[config.mk]
export PLATFORM = sky130hd
export DESIGN_NAME = fft_operand_buffer
export DESIGN_NICKNAME = d
export VERILOG_FILES = /design/src/rtl/fft_operand_buffer.sv
export SDC_FILE = /design/constraint.sdc
export NUM_CORES = 1
export LEC_CHECK = 0
export CAP_MARGIN = 20
export CORE_ASPECT_RATIO = 1.1
export CORE_MARGIN = 2
export CORE_UTILIZATION = 35
export DETAILED_ROUTE_END_ITERATION = 12
export DONT_BUFFER_PORTS = 1
export SYNTH_ARGS = -nofsm -noshare
export SYNTH_HDL_FRONTEND = slang
export SYNTH_SLANG_ARGS = --single-unit
[constraint.sdc]
create_clock -name clk -period 2.9 [get_ports clk]
set_clock_uncertainty 0.2 [all_clocks]
set_input_delay 0.29 -clock clk [delete_from_list [all_inputs] [get_ports clk]]
set_output_delay 0.29 -clock clk [all_outputs]
set_load 0.01 [all_outputs]
[src/rtl/fft_operand_buffer.sv]
// Serial-to-parallel operand buffer: collects 4 sample words and 2 twiddle words,
// then holds all six for the butterfly. Optional sticky overflow flag: FFT_OPERAND_BUF_OVERFLOW_EN.
module fft_operand_buffer #(
    parameter int DATA_W  = 16,
    parameter int N_WORDS = 6
) (
    input  logic              clk,
    input  logic              rst,
    input  logic [DATA_W-1:0] data_in,
    input  logic              data_valid,
    output logic              in_ready,
    output logic [2:0]        samples_loaded_count,
    input  logic              flush,
    input  logic              consume,
    output logic              buffer_full,
    output logic [DATA_W-1:0] a_real,
    output logic [DATA_W-1:0] a_imag,
    output logic [DATA_W-1:0] b_real,
    output logic [DATA_W-1:0] b_imag,
    output logic [DATA_W-1:0] tw_real,
    output logic [DATA_W-1:0] tw_imag,
    output logic              overflow_err
);

    localparam logic [2:0] LAST_IDX = 3'(N_WORDS - 1);

    typedef enum logic {
        ST_LOAD = 1'b0,
        ST_FULL = 1'b1
    } state_t;

    state_t     state_q, state_d;
    logic [2:0] count_q, count_d;
    logic       load_en;

    always_ff @(posedge clk or posedge rst) begin
        if (rst) begin
            state_q <= ST_LOAD;
            count_q <= '0;
        end else begin
            state_q <= state_d;
            count_q <= count_d;
        end
    end

    // flush outranks consume, which outranks data_valid
    always_comb begin
        state_d = state_q;
        count_d = count_q;
        load_en = 1'b0;
        if (flush) begin
            state_d = ST_LOAD;
            count_d = '0;
        end else begin
            case (state_q)
                ST_LOAD: begin
                    if (data_valid) begin
                        load_en = 1'b1;
                        count_d = count_q + 3'd1;
                        if (count_q == LAST_IDX) begin
                            state_d = ST_FULL;
                        end
                    end
                end
                ST_FULL: begin
                    if (consume) begin
                        state_d = ST_LOAD;
                        count_d = '0;
                    end
                end
                default: begin
                    state_d = ST_LOAD;
                    count_d = '0;
                end
            endcase
        end
    end

    // Operand words keep their last value across consume and flush
    genvar gi;
    generate
        for (gi = 0; gi < N_WORDS; gi++) begin : gen_word
            logic [DATA_W-1:0] word_q;
            logic              we;

            assign we = load_en && (count_q == 3'(gi));

            always_ff @(posedge clk or posedge rst) begin
                if (rst) begin
                    word_q <= '0;
                end else if (we) begin
                    word_q <= data_in;
                end
            end
        end
    endgenerate

    assign a_real  = gen_word[0].word_q;
    assign a_imag  = gen_word[1].word_q;
    assign b_real  = gen_word[2].word_q;
    assign b_imag  = gen_word[3].word_q;
    assign tw_real = gen_word[4].word_q;
    assign tw_imag = gen_word[5].word_q;

    assign buffer_full          = (state_q == ST_FULL);
    assign in_ready             = ~buffer_full;
    assign samples_loaded_count = count_q;

`ifdef FFT_OPERAND_BUF_OVERFLOW_EN
    logic overflow_q;

    always_ff @(posedge clk or posedge rst) begin
        if (rst) begin
            overflow_q <= 1'b0;
        end else if ((state_q == ST_FULL) && data_valid && !flush && !consume) begin
            overflow_q <= 1'b1;
        end
    end

    assign overflow_err = overflow_q;
`else
    assign overflow_err = 1'b0;
`endif

endmodule

=== Yosys cells after proc, flatten, opt, wreduce, memory -nomap -nowiden ===
Cells that the tools add are included.

* Flip-flop bits (word level): 100
* Output and inout bits: 102
* Word-level logic and storage cells: 37

* $add $sub $neg: 1
* Equality and inequality tests: 7
* Multiplexer cells: 12
* Bitwise gates (word level): 1
* Reductions and logical operators: 8

{| class="wikitable"
|+ Operator list
! cell !! count
|-
| $mux 3 || 3
|-
| $mux 1 || 7
|-
| $eq 3x2->1 const B || 2
|-
| $eq 3x3->1 const B || 2
|-
| $logic_and 1x1->1 || 6
|-
| $pmux 3 s2 || 1
|-
| $add 3x1->3 const B || 1
|-
| $eq 3x1->1 const B || 1
|-
| $logic_not 3->1 || 1
|-
| $ne 3x2->1 const B || 1
|-
| $ne 3x3->1 const B || 1
|-
| $pmux 1 s2 || 1
|-
| $reduce_and 2->1 || 1
|-
| $not 1->1 || 1
|}

=== Longest topological paths before layout ===
Gate-level depths: netlist (run 1).

* Depth after elaboration: 5
* Gate-level depth with buffers: 7

=== Worst setup path before layout (run 1) ===
Ideal clock, no wire load.

* Path type: reg-to-reg
* Start: reg count_q[1], in the netlist samples_loaded_count[1]
* End: reg gen_word[1].word_q[0], in the netlist a_imag[0]
* Setup time: 125 ps
* Data arrival time: 1595 ps
* Required time: 2575 ps
* Path slack: 980 ps
* Cell stages (with the launch flop): 8
* Buffers on the path: 2
* Path through: dfrtp_1 > inv_1 > ha_1 > and4bb_1 > and2_4 > buf_6 > buf_12 > mux2_4

* Longest elaborated chain between the ends: 2

{| class="wikitable"
|+ RTL lines
! what !! line !! source
|-
| start, declared || 33 || <nowiki>logic [2:0] count_q, count_d;</nowiki>
|-
| start signal, assigned || 42 || <nowiki>count_q <= count_d;</nowiki>
|-
| $eq 3x1->1 || 86 || <nowiki>assign we = load_en && (count_q == 3'(gi));</nowiki>
|-
| $logic_and 1x1->1 || 86 ||
|-
| end signal, assigned || 92 || <nowiki>word_q <= data_in;</nowiki>
|-
| end, declared || 83 || <nowiki>logic [DATA_W-1:0] word_q;</nowiki>
|}

Every way passes these cells.
A chain may end at the register's enable or synchronous reset.

=== Worst setup path after layout (run 1) ===
* Start: reg state_q, in the netlist buffer_full
* End: reg gen_word[3].word_q[6], in the netlist b_imag[6]

* Longest elaborated chain between the ends: 3

{| class="wikitable"
|+ RTL lines
! what !! line !! source
|-
| start, declared || 32 || <nowiki>state_t state_q, state_d;</nowiki>
|-
| start signal, assigned || 41 || <nowiki>state_q <= state_d;</nowiki>
|-
| $mux 1 || 55 || <nowiki>case (state_q)</nowiki>
|-
| $mux 1 || 51 || <nowiki>if (flush) begin</nowiki>
|-
| $logic_and 1x1->1 || 86 ||
|-
| end signal, assigned || 92 ||
|-
| end, declared || 83 ||
|}

Every way passes these cells.

==> results of run 1 <==
[cell usage in the layout (no fill, tap or decap), drive strengths merged]
cell           n
a21oi          1
a2bb2oi        1
and2           2
and3           1
and4bb         1
buf            5
bufinv         3
clkbuf        10
clkinv         2
clkinvlp       1
conb           1
dfrtp        100
dlygate4sd3   20
ha             5
inv            4
mux2          96
mux2i          2
nand2          5
nor2           3
nor3b          2
nor4b          1
o22a           1
o31ai          1
xor2           1
[power groups by stage]
stage	combinational [mW]	sequential, mW	clock [mW]
after floorplan	0.366	2.04	0
after global placement	0.391	2.13	0
after detailed placement	0.409	2.13	0
after CTS	0.448	2.11	1.39
after global routing	0.492	2.15	1.44
final	0.440	2.10	1.35
[cells by family (layout without fill, tap and decap cells)]
kind of cell	after synthesis	count (layout)	share of synthesized area, %
buffers and inverters	16	45	2.78
adders and majority gates	5	5	1.58
muxes	98	98	28.7
AOI/OAI and AO/OA	4	4	0.757
xor gates and xnor gates	1	1	0.221
and+or+nand+nor	15	15	2.78
other	1	1	0.0945
DFF	100	100	63.1
[final cells by class]
type,instances,area share [%]
inverter,5,0.483
clock inverter,5,2.15
sequential,100,53.6
timing repair buffer,25,5.63
tap,147,3.94
clock buffer,10,5.12
multi-input combinational,124,29.0
[worst reg2reg max path: stages (launching register included)]
cell and delay, ps:
dfrtp_1 560, nor3b_1 290, and2_1 450, buf_12 210, mux2_2 340
[sequential cells by signal, summed over array words and instances (netlist names)]
| register | flops |
|---|---|
| tw_imag | 16 |
| a_imag | 16 |
| tw_real | 16 |
| buffer_full | 1 |
| b_real | 16 |
| b_imag | 16 |
| a_real | 16 |
| samples_loaded_count | 3 |
[metal layers]
layer	GRT usage, %	vias up
li1	-	886
met1	17.2	1068
met3	8.04	11
met5	0	-
met2	21.7	97
met4	4.47	0
[through the flow]
step	cell area (µm²)	hold slack (ps)	setup slack (ps)
finish	4660	26.2	730
CTS	4660	6.56	685
global placement	4130	159	712
floorplan	3970	156	980
global route	4660	39.7	580
detailed placement	4130	160	688
[how the worst min path moves through the flow]
stage                                          end  slack (ps)  cells past startpoint
6_report       samples_loaded_count[2]$_DFFE_PP0P_          30                      3
5_1_grt        samples_loaded_count[2]$_DFFE_PP0P_          40                      3
4_1_cts        samples_loaded_count[2]$_DFFE_PP0P_           7                      3
3_5_place_dp   samples_loaded_count[0]$_DFFE_PP0P_         160                      1
3_3_place_gp   samples_loaded_count[2]$_DFFE_PP0P_         160                      1
2_1_floorplan  samples_loaded_count[1]$_DFFE_PP0P_         160                      1
==> metrics.md, run 1 <==
| Metric | Value |
|---|---|
| Critical Path End | `b_imag[6]$_DFFE_PP0P_` |
| P_int | `2.87 mW` |
| Drt initial violations | `87` |
| Util after Layout | `42.4%` |
| Switch Pwr | `1.03 mW` |
| Syn. warnings | `0` |
| CTS tree | `built` |
| Worst setup path startpoint | `buffer_full$_DFF_PP0_` |
| Final HPWL DP | `5.53 mm` |
| I/O pin total | `123` |
| Worst-margin pin slew | `921 ps` |
| Max Root-Sink Buffers | `2` |
| Synth-to-layout area growth | `17.6%` |
| RR Endpoint | `b_imag[6]$_DFFE_PP0P_` |
| Root Driver | `clkbuf_16` |
| Largest net degree at the start of global routing | `56` |
| Die W | `106 µm` |
| Leakage | `2.19 nW` |
| Register Area | `2500 µm²` |
| Synth Flop Type | `dfrtp_1` |
| Cells after DPL | `381` |
| Critical R2R Launch | `buffer_full$_DFF_PP0_` |
| Crit-path max cell delay | `560 ps` |
| Fin crit period | `2170 ps` |
| Endpoints failing hold | `0` |
| Worst Reg-to-Reg Cells | `4` |
| WL met3 | `1.00 mm` |
| Slew Limit Fails | `0` |
| Worst-skew pair later-pin latency | `330 ps` |
| Number of synthesized flops with an enable pin | `0` |
| PostCTS Resize Cnt | `0` |
| Dominant cells by area after synthesis | `dfrtp_1 (63%), mux2_2 (24%), mux2_4 (3.8%)` |
| Reg2Reg Setup Slack | `730 ps` |
| Clock Pin Slew Worst Setup and Hold Paths | `70 ps` |
| Hold Path Class | `input pin to flip-flop` |
| Row count | `40` |
| Critical path class | `flip-flop to flip-flop` |
| Most common cell in the netlist | `dfrtp_1` |
| Layout net count | `291` |
| Synth top area share | `63.1%` |
| CTS Hold Buffers Added | `20` |
| Via density | `4.96` |
| Share of layout cells above drive strength 1 | `45.4%` |
| TritonRoute pass-1 iters | `4` |
| Syn_area_per_cell | `16.5 µm²` |
| Worst setup SP type | `flip-flop` |
| Vias post-DR | `2062` |
| CP Data Required Time | `2910 ps` |
| RD Place Congestion | `0.703` |
| Synthesized instance count | `240` |
| Fill cells | `1003` |
| Gate power share | `11.3%` |
| Fin crit share | `74.8%` |
| Antenna Cells | `0` |
| Setup bufs post-CTS | `0` |
| Synth cell types | `25` |
| Crit-path leading delay family | `simple AND/OR/NAND/NOR gates` |
| Outcome | `completed` |
| DRC | `0` |
| WP data arrival | `2180 ps` |
| CP Cell Sequence | `nor3b_1, and2_1, buf_12, mux2_2` |
| H-tree levels | `3` |
| Register area share after synthesis | `63.1%` |
| CORE AREA | `11000 µm²` |
| # setup viols final | `0` |
| Die height | `116 µm` |
| Max frequency | `0.461 GHz` |
| Die area | `12200 µm²` |
| Crit end category | `flip-flop` |
| Mapped Nets | `266` |
| Seq pwr share | `54.0%` |
| Clock share of power | `34.8%` |
| Final Power | `3.90 mW` |
| Multi-input gate area in the final layout | `1350 µm²` |
| Antenna Violating Nets Remaining | `0` |
| Yosys top cell by area | `dfrtp_1` |
| Pwr/cell area | `835 nW/µm²` |
| CTS Buf Count | `9` |
| HP Start | `data_valid` |
| Slew headroom | `38.4%` |
| CP Buf/Inv Count | `1` |
| Residual overflow from global routing | `0` |
| Crit path max fanout | `10` |
| Synthesis-stage register bit count | `100` |
| GRT Overall Usage | `14.2%` |
| Routed WL | `8.37 mm` |
| Setup TNS Final | `0 ps` |
| Async S/R FF share, synth | `100%` |
| RSZ-0062 raised after global routing | `false` |
| Wire length per cell | `20.1 µm` |
| Mapped cell area | `3970 µm²` |
| VDD IR max | `311 µV` |
| Max Cap Viol | `0` |
| Initial antenna violation count | `0` |
| IO buf count | `0` |
| Post-route insts no fill | `416` |
| Commonest cells post-synth | `dfrtp_1 (100), mux2_2 (86), mux2_4 (10), buf_4 (6)` |
| Post-Route M1 WL | `3.53 mm` |
| CP Depth | `4` |
| Uppermost layer routed | `met4` |
| First-pass GRT wire length | `13.0 mm` |
| Starting density of the core | `36.0%` |
| DR WL met2 | `3.74 mm` |
| Vias in the first global route | `2265` |
| Net Sw Frac | `26.4%` |
| Clock sink count | `100` |
| Critical-path top delay cell | `dfrtp_1` |
Note: power is estimated with default switching activity, not from simulation.
==> run 2, diff against run 1 <==
==> constraint.sdc (replaced) <==
create_clock -name clk -period 1.8 [get_ports clk]
set_clock_uncertainty 0.2 [all_clocks]
set_input_delay 0.18 -clock clk [delete_from_list [all_inputs] [get_ports clk]]
set_output_delay 0.18 -clock clk [all_outputs]
set_load 0.01 [all_outputs]
==> run 2 against run 1 <==
Global-route usage rose by 0.75 points. Clock power rose by 43%. Worst setup slack got worse by 710 ps. Via count is 3.4% higher. Flip-flop and latch count unchanged. Cell area increased by 4.2%. First-iteration DRC count decreased by 20%. Non-clock buffer count up 15. Cell count up 3.8%. Sequential power up 62%. Critical endpoint is now a_imag[3]$_DFFE_PP0P_.
==> metrics.md, run 2 (synthesis gave the netlist of run 1 again) <==
| Metric | Value |
|---|---|
| CORE AREA | `11000 µm² (unchanged)` |
| IO buf count | `0 (unchanged)` |
| Clock sink count | `100 (unchanged)` |
| HP Start | `flush (was data_valid)` |
| Reg2Reg Setup Slack | `20 ps (was 730 ps)` |
| Setup TNS Final | `0 ps (unchanged)` |
| Clock Pin Slew Worst Setup and Hold Paths | `70 ps (about the same)` |
| Hold Path Class | `input pin to flip-flop (unchanged)` |
| Final HPWL DP | `5.98 mm (was 5.53 mm)` |
| Endpoints failing hold | `0 (unchanged)` |
| CTS tree | `built (unchanged)` |
| CTS Buf Count | `9 (unchanged)` |
| Drt initial violations | `70 (was 87)` |
| TritonRoute pass-1 iters | `4 (unchanged)` |
| Util after Layout | `44.1% (was 42.4%)` |
| CP Cell Sequence | `inv_2, ha_4, and4bb_1, and2_4, buf_12, mux2_4 (was nor3b_1, and2_1, buf_12, mux2_2)` |
| First-pass GRT wire length | `13.7 mm (was 13.0 mm)` |
| Share of layout cells above drive strength 1 | `50.2% (was 45.4%)` |
| Max Cap Viol | `0 (unchanged)` |
| Row count | `40 (unchanged)` |
| Max Root-Sink Buffers | `2 (unchanged)` |
| Worst setup SP type | `flip-flop (unchanged)` |
| Layout Cell Area excl Fill | `4860 µm² (was 4660 µm²)` |
| RSZ-0062 raised after global routing | `true (was false)` |
| # setup viols final | `0 (unchanged)` |
| CP Buf/Inv Count | `2 (was 1)` |
| Worst setup path startpoint | `samples_loaded_count[1]$_DFFE_PP0P_ (was buffer_full$_DFF_PP0_)` |
| Vias in the first global route | `2292 (was 2265)` |
| VDD IR max | `526 µV (was 311 µV)` |
| Antenna Violating Nets Remaining | `0 (unchanged)` |
| Outcome | `completed (unchanged)` |
| Pwr/cell area | `1260 nW/µm² (was 835 nW/µm²)` |
| DRC | `0 (unchanged)` |
| GRT Overall Usage | `15.0% (was 14.2%)` |
| Antenna Cells | `0 (unchanged)` |
| Pre-CTS setup slack | `-5.87 ps (was 688 ps)` |
| H-tree levels | `3 (unchanged)` |
| Via density | `4.94 (was 4.96)` |
| Root Driver | `clkbuf_16 (unchanged)` |
| Fin crit share | `99.0% (was 74.8%)` |
| Critical path class | `flip-flop to flip-flop (unchanged)` |
| Crit-path leading delay family | `flip-flops (was simple AND/OR/NAND/NOR gates)` |
| Max frequency | `0.561 GHz (was 0.461 GHz)` |
| Layout net count | `306 (was 291)` |
| Worst setup margin | `18.1 ps (was 730 ps)` |
| Worst-margin pin slew | `652 ps (was 921 ps)` |
| Placed cell area | `4290 µm² (was 4130 µm²)` |
| CP Depth | `6 (was 4)` |
| Largest net degree at the start of global routing | `53 (was 56)` |
| WP data arrival | `1800 ps (was 2180 ps)` |
| Most common cell after layout, fill and taps aside | `dfrtp_1 (unchanged)` |
| Worst Reg-to-Reg Cells | `6 (was 4)` |
| Fin crit period | `1780 ps (was 2170 ps)` |
| I/O pin total | `123 (unchanged)` |
| Synth-to-layout area growth | `22.5% (was 17.6%)` |
| Crit end category | `flip-flop (unchanged)` |
| Initial antenna violation count | `0 (unchanged)` |
| Slew headroom | `56.6% (was 38.4%)` |
| Wire length per cell | `20.2 µm (was 20.1 µm)` |
| Die W | `106 µm (unchanged)` |
| Starting density of the core | `36.0% (unchanged)` |
| RD Place Congestion | `0.694 (was 0.703)` |
| Crit path max fanout | `9 (was 10)` |
| Critical-path top delay cell | `dfrtp_2 (was dfrtp_1)` |
| RR Endpoint | `a_imag[3]$_DFFE_PP0P_ (was b_imag[6]$_DFFE_PP0P_)` |
| Leakage | `2.28 nW (was 2.19 nW)` |
| Crit-path max cell delay | `420 ps (was 560 ps)` |
| Slew Limit Fails | `0 (unchanged)` |
| CP Data Required Time | `1820 ps (was 2910 ps)` |
| Vias post-DR | `2132 (was 2062)` |
| Residual overflow from global routing | `0 (unchanged)` |
| Routed WL | `8.73 mm (was 8.37 mm)` |
| Worst-skew pair later-pin latency | `340 ps (was 330 ps)` |
| Most frequent cells in the layout | `dfrtp_1 (98), mux2_2 (80), dlygate4sd3_1 (20), mux2_4 (16), buf_4 (11) (was dfrtp_1 (100), mux2_2 (86), dlygate4sd3_1 (20), mux2_4 (10), clkbuf_16 (9))` |
| Die height | `116 µm (unchanged)` |
| Critical Path End | `a_imag[3]$_DFFE_PP0P_ (was b_imag[6]$_DFFE_PP0P_)` |
| Die area | `12200 µm² (unchanged)` |
| Critical R2R Launch | `samples_loaded_count[1]$_DFFE_PP0P_ (was buffer_full$_DFF_PP0_)` |
[run 2: changes by cell type in the layout (fill, tap and decap cells not counted), sizes merged]
| cell | before | now |
|---|---|---|
| buf | 5 | 20 |
| bufinv | 3 | 1 |
| clkinv | 2 | 4 |
| clkbuf | 10 | 11 |
[run 2: timing repair]
item                                    in CTS  in global routing
pin swaps                                    2                  2
endpoints found under the setup margin      10                 47
buffers inserted                             1                  0
gates cloned                                 0                  0
resized for setup                            1                 13
hold buffers                                20                  0
hold endpoints to repair                   200                  0
[run 2: how the worst min path moves through the flow]
stage,to,slack [ps],cells after the start
after floorplan,samples_loaded_count[1]$_DFFE_PP0P_,40,1
after global placement,samples_loaded_count[2]$_DFFE_PP0P_,-50,2
after detailed placement,samples_loaded_count[2]$_DFFE_PP0P_,-50,2
after CTS,a_real[8]$_DFFE_PP0P_,90,4
after global routing,a_real[6]$_DFFE_PP0P_,100,4
final,b_real[13]$_DFFE_PP0P_,90,4
[run 2: final cells by class]
type,instances,area [µm²]
Inverter,5,22.5
Multi-Input combinational cell,124,1400
Timing Repair Buffer,40,444
Clock inverter,5,61.3
Tap cell,147,184
Sequential cell,100,2500
Clock buffer,11,243
Fill cell,993,6150
[run 2: per-layer routing]
layer	vias to the layer above	wire, µm	GRT usage, %
met1	1095	3520	18.0
li1	930	-	-
met5	-	0	0
met2	95	4010	23.2
met4	0	114	5.00
met3	12	1080	8.04
[run 2: power by group]
| part | switching, mW | leakage [nW] | total (mW) | internal [mW] |
|---|---|---|---|---|
| sequential | 0.638 | 1.29 | 3.40 | 2.76 |
| clock | 0.812 | 0.150 | 1.93 | 1.12 |
| combinational | 0.255 | 0.842 | 0.786 | 0.532 |
| total | 1.70 | 2.28 | 6.12 | 4.41 |
[run 2: per-stage QoR]
| stage | power (mW) | hold slack (ps) | std cells |
|---|---|---|---|
| floorplan | 3.88 | 42.2 | 240 |
| global placement | 4.11 | -49.1 | 395 |
| detailed placement | 4.15 | -45.8 | 395 |
| CTS | 6.19 | 88.0 | 432 |
| global route | 6.43 | 99.0 | 432 |
| finish | 6.12 | 94.3 | 432 |
[run 2: worst register-to-register path: stages (launching register included)]
cell and delay [ps]:
dfrtp_2 420, inv_2 80, ha_4 110, and4bb_1 220, and2_4 190, buf_12 140
mux2_4 310
